--- config.mk ---
export PLATFORM = sky130hd
export DESIGN_NAME = spike_network_interface
export DESIGN_NICKNAME = d
export VERILOG_FILES = /design/src/rtl/noc_pkg.sv /design/src/rtl/ni_fifo.sv /design/src/rtl/spike_network_interface.sv
export SDC_FILE = /design/constraint.sdc
export NUM_CORES = 1
export LEC_CHECK = 0
export CORE_MARGIN = 5
export CORE_UTILIZATION = 56
export CTS_CLUSTER_DIAMETER = 60
export DETAILED_ROUTE_END_ITERATION = 10
export HOLD_SLACK_MARGIN = 0.12
export PLACE_DENSITY_LB_ADDON = 0.3
export SETUP_SLACK_MARGIN = 0.1
export SKIP_LAST_GASP = 1
export SYNTH_ARGS = -nofsm -noshare
export SYNTH_HDL_FRONTEND = slang
export SYNTH_HIERARCHICAL = 1
export SYNTH_SLANG_ARGS = --single-unit
--- constraint.sdc ---
create_clock -name clk -period 4.7 [get_ports clk]
set_input_delay 0.47 -clock clk [delete_from_list [all_inputs] [get_ports clk]]
set_output_delay 0.47 -clock clk [all_outputs]
set_load 0.02 [all_outputs]
--- src/rtl/noc_pkg.sv ---
// Shared NoC definitions: packet field layout, TX state encoding and the
// priority helper used to walk the destination mask.
package noc_pkg;

  localparam int PKT_WIDTH    = 32;
  localparam int PKT_DEST_MSB = 31;
  localparam int PKT_ID_LSB   = 0;

  typedef enum logic [0:0] {
    TX_IDLE = 1'b0,
    TX_SEND = 1'b1
  } tx_state_e;

  // Index of the lowest set bit; 0 when the mask is empty.
  function automatic int lowest_set_idx(input logic [31:0] mask);
    int idx;
    idx = 0;
    for (int i = 31; i >= 0; i--) begin
      if (mask[i]) idx = i;
    end
    return idx;
  endfunction

endpackage

--- src/rtl/ni_fifo.sv ---
// Synchronous FIFO buffering received spikes for the neuron core.
// The head word reads as zero while the FIFO is empty.
module ni_fifo
  import noc_pkg::*;
#(
  parameter int WIDTH = 12,
  parameter int DEPTH = 4
) (
  input  logic                     clk,
  input  logic                     rst,
  input  logic                     push,
  input  logic [WIDTH-1:0]         wdata,
  input  logic                     pop,
  output logic [WIDTH-1:0]         rdata,
  output logic                     full,
  output logic                     empty,
  output logic [$clog2(DEPTH):0]   count
);

  localparam int PTR_W = $clog2(DEPTH);
  localparam int CNT_W = PTR_W + 1;

  logic [WIDTH-1:0] mem_r [DEPTH];
  logic [PTR_W-1:0] wr_ptr_r;
  logic [PTR_W-1:0] rd_ptr_r;
  logic [CNT_W-1:0] count_r;
  logic             do_push_s;
  logic             do_pop_s;

  assign full      = (count_r == CNT_W'(DEPTH));
  assign empty     = (count_r == {CNT_W{1'b0}});
  assign count     = count_r;
  assign do_push_s = push && !full;
  assign do_pop_s  = pop && !empty;
  assign rdata     = empty ? {WIDTH{1'b0}} : mem_r[rd_ptr_r];

  // Storage array, written on accepted pushes only.
  always_ff @(posedge clk) begin
    if (do_push_s) mem_r[wr_ptr_r] <= wdata;
  end

  // Pointer and occupancy bookkeeping.
  always_ff @(posedge clk) begin
    if (rst) begin
      wr_ptr_r <= {PTR_W{1'b0}};
      rd_ptr_r <= {PTR_W{1'b0}};
      count_r  <= {CNT_W{1'b0}};
    end else begin
      if (do_push_s) wr_ptr_r <= wr_ptr_r + PTR_W'(1'b1);
      if (do_pop_s)  rd_ptr_r <= rd_ptr_r + PTR_W'(1'b1);
      case ({do_push_s, do_pop_s})
        2'b10:   count_r <= count_r + CNT_W'(1'b1);
        2'b01:   count_r <= count_r - CNT_W'(1'b1);
        default: count_r <= count_r;
      endcase
    end
  end

endmodule

--- src/rtl/spike_network_interface.sv ---
// Network interface beside each router: fans spikes out as NoC packets to the
// configured destinations and buffers correctly addressed incoming spikes.
module spike_network_interface
  import noc_pkg::*;
#(
  parameter int ROUTER_ADDR_WIDTH = 4,
  parameter int NEURON_ID_WIDTH   = 8,
  parameter int MAX_DEST          = 4,
  parameter int RX_FIFO_DEPTH     = 4
) (
  input  logic                         clk,
  input  logic                         rst,
  input  logic [ROUTER_ADDR_WIDTH-1:0] router_addr,
  input  logic                         cfg_we,
  input  logic [$clog2(MAX_DEST)-1:0]  cfg_idx,
  input  logic [ROUTER_ADDR_WIDTH-1:0] cfg_dest,
  input  logic                         cfg_en,
  input  logic                         spike_valid,
  input  logic [NEURON_ID_WIDTH-1:0]   spike_neuron_id,
  output logic                         spike_ready,
  output logic [31:0]                  net_out_packet,
  output logic                         net_out_valid,
  input  logic                         net_out_ready,
  input  logic [31:0]                  net_in_packet,
  input  logic                         net_in_valid,
  output logic                         net_in_ready,
  output logic                         rx_valid,
  output logic [ROUTER_ADDR_WIDTH-1:0] rx_src_addr,
  output logic [NEURON_ID_WIDTH-1:0]   rx_neuron_id,
  input  logic                         rx_ready,
  output logic                         tx_busy,
  output logic                         err_misroute
);

  localparam int W       = ROUTER_ADDR_WIDTH;
  localparam int NID_W   = NEURON_ID_WIDTH;
  localparam int IDX_W   = $clog2(MAX_DEST);
  localparam int SRC_MSB = PKT_DEST_MSB - W;
  localparam int RX_W    = W + NID_W;
  localparam int CNT_W   = $clog2(RX_FIFO_DEPTH) + 1;

  logic [MAX_DEST-1:0] tab_en_r;
  logic [W-1:0]        tab_dest_r [MAX_DEST];

  tx_state_e           state_r;
  logic [MAX_DEST-1:0] mask_r;
  logic [W-1:0]        dest_snap_r [MAX_DEST];
  logic [NID_W-1:0]    nid_r;
  logic [IDX_W-1:0]    sel_r;
  logic [31:0]         pkt_r;
  logic                valid_r;

  logic [IDX_W-1:0]    cap_idx_s;
  logic [IDX_W-1:0]    nxt_idx_s;
  logic [MAX_DEST-1:0] nxt_mask_s;

  function automatic logic [31:0] build_pkt(input logic [W-1:0] dest,
                                            input logic [W-1:0] src,
                                            input logic [NID_W-1:0] nid);
    logic [31:0] p;
    p = 32'd0;
    p[PKT_DEST_MSB -: W]             = dest;
    p[SRC_MSB -: W]                  = src;
    p[PKT_ID_LSB +: NID_W]           = nid;
    return p;
  endfunction

  // Destination selection for a fresh capture and for the next fan-out step.
  always_comb begin
    cap_idx_s  = IDX_W'(lowest_set_idx(32'(tab_en_r)));
    nxt_mask_s = mask_r & ~({{(MAX_DEST-1){1'b0}}, 1'b1} << sel_r);
    nxt_idx_s  = IDX_W'(lowest_set_idx(32'(nxt_mask_s)));
  end

  // Destination table write port.
  always_ff @(posedge clk) begin
    if (rst) begin
      tab_en_r <= {MAX_DEST{1'b0}};
      for (int i = 0; i < MAX_DEST; i++) tab_dest_r[i] <= {W{1'b0}};
    end else if (cfg_we) begin
      tab_en_r[cfg_idx]   <= cfg_en;
      tab_dest_r[cfg_idx] <= cfg_dest;
    end
  end

  // TX fan-out FSM; the table is snapshotted so later writes only hit the next spike.
  always_ff @(posedge clk) begin
    if (rst) begin
      state_r <= TX_IDLE;
      mask_r  <= {MAX_DEST{1'b0}};
      nid_r   <= {NID_W{1'b0}};
      sel_r   <= {IDX_W{1'b0}};
      pkt_r   <= 32'd0;
      valid_r <= 1'b0;
      for (int i = 0; i < MAX_DEST; i++) dest_snap_r[i] <= {W{1'b0}};
    end else begin
      case (state_r)
        TX_IDLE: begin
          if (spike_valid) begin
            nid_r       <= spike_neuron_id;
            mask_r      <= tab_en_r;
            dest_snap_r <= tab_dest_r;
            if (tab_en_r != {MAX_DEST{1'b0}}) begin
              sel_r   <= cap_idx_s;
              pkt_r   <= build_pkt(tab_dest_r[cap_idx_s], router_addr, spike_neuron_id);
              valid_r <= 1'b1;
              state_r <= TX_SEND;
            end
          end
        end
        TX_SEND: begin
          if (net_out_ready) begin
            mask_r <= nxt_mask_s;
            if (nxt_mask_s == {MAX_DEST{1'b0}}) begin
              valid_r <= 1'b0;
              state_r <= TX_IDLE;
            end else begin
              sel_r <= nxt_idx_s;
              pkt_r <= build_pkt(dest_snap_r[nxt_idx_s], router_addr, nid_r);
            end
          end
        end
        default: begin
          valid_r <= 1'b0;
          state_r <= TX_IDLE;
        end
      endcase
    end
  end

  assign spike_ready    = (state_r == TX_IDLE);
  assign tx_busy        = (state_r != TX_IDLE);
  assign net_out_packet = pkt_r;
  assign net_out_valid  = valid_r;

  logic             rx_hs_s;
  logic             rx_match_s;
  logic             rx_push_s;
  logic             rx_pop_s;
  logic             rx_full_s;
  logic             rx_empty_s;
  logic [RX_W-1:0]  rx_head_s;
  logic [CNT_W-1:0] rx_count_s;
  logic             err_r;
  logic             pkt_unused_s;

  assign net_in_ready = !rx_full_s;
  assign rx_hs_s      = net_in_valid && !rx_full_s;
  assign rx_match_s   = (net_in_packet[PKT_DEST_MSB -: W] == router_addr);
  assign rx_push_s    = rx_hs_s && rx_match_s && (rx_count_s < CNT_W'(RX_FIFO_DEPTH));
  assign rx_pop_s     = !rx_empty_s && rx_ready;
  // Padding bits between the source and neuron-ID fields carry no information.
  assign pkt_unused_s = ^net_in_packet[SRC_MSB-W:NID_W];

  ni_fifo #(
    .WIDTH (RX_W),
    .DEPTH (RX_FIFO_DEPTH)
  ) u_rx_fifo (
    .clk   (clk),
    .rst   (rst),
    .push  (rx_push_s),
    .wdata ({net_in_packet[SRC_MSB -: W], net_in_packet[NID_W-1:0]}),
    .pop   (rx_pop_s),
    .rdata (rx_head_s),
    .full  (rx_full_s),
    .empty (rx_empty_s),
    .count (rx_count_s)
  );

  // One-cycle pulse for every accepted packet that was not addressed here.
  always_ff @(posedge clk) begin
    if (rst) err_r <= 1'b0;
    else     err_r <= rx_hs_s && !rx_match_s;
  end

  assign rx_valid     = !rx_empty_s;
  assign rx_src_addr  = rx_head_s[RX_W-1 -: W];
  assign rx_neuron_id = rx_head_s[NID_W-1:0];
  assign err_misroute = err_r;

endmodule
==> out/metrics.csv <==
stage,metric,value,unit
worst_setup_path,crit_arrival,2.75,ns
cts,cts_tree,built,
finish,layout_commonest_cell,dfxtp_1,
cts,clk_pin_slew,0.06,ns
die,coreArea,9860,um^2
place,pre_cts_slack,1.84,ns
worst_setup_path,critPathMaxStageDelay,0.85,ns
timing,slew_headroom,26.5,%
worst_setup_path,worstSetupPathType,reg2out,
grt,grt_overflow,0,
route,finalWirelength,12.4,mm
power,p_leak,2.48,nW
timing,max_freq,311,MHz
cts,worstSkewPairLatency,0.51,ns
route,highest_layer,met4,
finish,post-route-util,70.9,%
finish,fin_area,6990,um^2
cts,cts_buffers,17,
die,rows,36,
place,port-buffer-count,75,
job,drv_cap,0,
synthesis,syn-cell-area,5690,um^2
hold_path,hold_path.class,reg2reg,
worst_setup_path,critPathRequiredTime,4.23,ns
cts,cts_hold_buffers,0,
worst_setup_path,cp-end-kind,output pin,
power,p_per_area,389,nW/um^2
grt,grt.total_usage,20.9,%
cts,clock_sinks,126,
synthesis,synth_seq_cells,126,
finish,layout-drive-gt1-share,13.2,%
finish,antenna-diode-count,0,
timing,min_period,3.22,ns
worst_setup_path,critPathTopFamily,flip-flops,
place,dpl.hpwl,7.80,mm
finish,area_growth,22.8,%
worst_setup_path,cp-start-kind,register,
grt,grt_max_degree,54,
worst_setup_path,worstPathCellList,mux4_1 > nor2b_1 > clkdlybuf4s50_1,
die,die_h,111,um
worst_setup_path,path_buf_inv,1,
cts,clk_path_buf_depth,2,
timing,worst_slack,1.48,ns
timing,final-setup-viol-count,0,
place,gp_congestion,0.849,
route,antenna_left,0,
route,post_drt_via_cell_ratio,5.55,
synthesis,synth_warnings,6,
timing,tightest_slew,1.09,ns
timing,hold_viol,0,
grt,antenna_found_initial,0,
worst_setup_path,cpMaxStageDelayCell,dfxtp_1,
finish,final_cell_mix,"dfxtp_1, clkdlybuf4s50_1, nand2_1",
place,placed_cell_area,6410,um^2
route,firstDrtPassIters,5,
timing,fin_crit_sh,68.4,%
cts,htree_levels,4,
route,wl_met2,6.79,mm
synthesis,syn_inst,517,
grt,grt_pass1_vias,4125,
cts,cts_setup_buffers,0,
timing,slew_viol_final,0,
worst_setup_path,critPathMaxFanout,12,
route,met3_length,572,um
route,first_iter_violations,244,
cts,cts_root_buf,clkbuf_8,
route,wl_per_cell,17.0,um
synthesis,synthDistinctLibCells,53,
power,peakVddDrop,0.244,mV
die,initial_utilization,57.7,%
timing,fin_worst_skew,0.00826,ns
route,drc,0,
route,wl_met1,4.91,mm
worst_setup_path,regToRegSetupSlack,2.12,ns
cts,post_cts_resized,0,
timing,tns,0,ns
synthesis,yosysSeqAreaShare,52.8,%
grt,grt_first_pass_wirelength,20.6,mm
run_status,status,"complete, no violations",
finish,layout.nets,649,
die,io_pins,108,
die,die_w,111,um
route,vias,4059,
timing,rsz0062_at_grt,no,
die,dieArea,12300,um^2
synthesis,avgSynthCellArea,11.0,um^2
## through the flow
stage,std cells,power (mW),hold WS (ns)
global placement,699,1.46,0.441
finish,731,2.72,0.453
global route,731,2.83,0.473
CTS,731,2.75,0.454
detailed placement,699,1.46,0.446
floorplan,532,1.38,0.434
## tightest hold or removal path, delay by kind of cell (launching register included)
family,cells,cell delay (ns)
and+or+nand+nor,1,0.05
DFF,1,0.30
AOI/OAI and AO/OA,1,0.05
## where the power goes
group	leakage [nW]	internal (mW)	switching, mW
clock	0.289	0.805	0.472
combinational	1.12	0.113	0.139
sequential	1.07	1.16	0.0282
## cell families after synthesis
kind of cell / Yosys count / share of synthesized area (%)
fa+ha+maj: 6 / 1.45
xor+xnor: 7 / 1.08
mux: 52 / 12.0
other cells: 1 / 0.0659
buf+inv: 62 / 6.13
simple gates: 161 / 14.5
compound gates: 102 / 12.1
flops: 126 / 52.8
## sequential cells by signal (all words and copies together) (netlist names), named ones only
signal and cells:
u_rx_fifo/wr_ptr_r 2, u_rx_fifo/count 3, nid_r 8, dest_snap_r 16
tab_en_r 4, tx_busy 1, tab_dest_r 16, net_out_packet 16
sel_r 2, u_rx_fifo/mem_r 48, mask_r 4, net_out_valid 1
u_rx_fifo/rd_ptr_r 2, err_misroute 1
## final timing paths
kind	start	end	depth (start not counted)
max	register	rx_neuron_id[3]	3
min	dest_snap_r[7]$_SDFFE_PP0P_	dest_snap_r[7]$_SDFFE_PP0P_	2
max reg2reg	u_rx_fifo/count[0]$_SDFFE_PP0P_	u_rx_fifo/count[2]$_SDFFE_PP0P_	11
min reg2reg	dest_snap_r[7]$_SDFFE_PP0P_	dest_snap_r[7]$_SDFFE_PP0P_	2
## layer usage
layer  GRT usage (%)  vias to the layer above
li1                -                     1939
met1            24.1                     1982
met2            37.3                      119
met3            5.19                       19
met4            8.21                        0
met5               0                        -
## cells in the mapped netlist, drive strengths merged
cell type / instances / area [um^2]
mux2i: 38 / 380
nor2: 45 / 179
nand4: 1 / 6.26
buf: 30 / 229
a211oi: 8 / 100
a2111o: 1 / 11.3
o311a: 1 / 10.0
o31ai: 1 / 7.51
mux2: 2 / 22.5
nor3b: 3 / 32.5
nor3: 9 / 56.3
fa: 1 / 20.0
xnor2: 4 / 35.0
a21oi: 51 / 255
o41ai: 1 / 16.3
o22ai: 4 / 25.0
or3: 4 / 25.0
mux4: 12 / 278
inv: 17 / 63.8
a311oi: 1 / 8.76
or2: 1 / 6.26
xor2: 3 / 26.3
nand2b: 3 / 18.8
o21ai: 17 / 88.8
nand3b: 2 / 15.0
clkbuf: 15 / 56.3
dfxtp: 78 / 1560
o32ai: 5 / 51.3
a32oi: 1 / 8.76
a22o: 2 / 17.5
ha: 5 / 62.6
a211o: 4 / 35.0
a22oi: 3 / 36.3
nand3: 2 / 10.0
or3b: 1 / 8.76
and2: 4 / 25.0
o311ai: 1 / 8.76
o21bai: 1 / 7.51
nand2: 69 / 259
edfxtp: 48 / 1440
conb: 1 / 3.75
nor2b: 17 / 181
## area by class of cell
class,instances,area [um^2]
fillers,697,2870
well taps,133,166
repair buffers,79,776
clock inverters,15,170
clock buffers,17,414
multi-input cells,344,2400
inverters,17,63.8
flip-flops and latches,126,3000
Power figures use the tool's default switching activity.
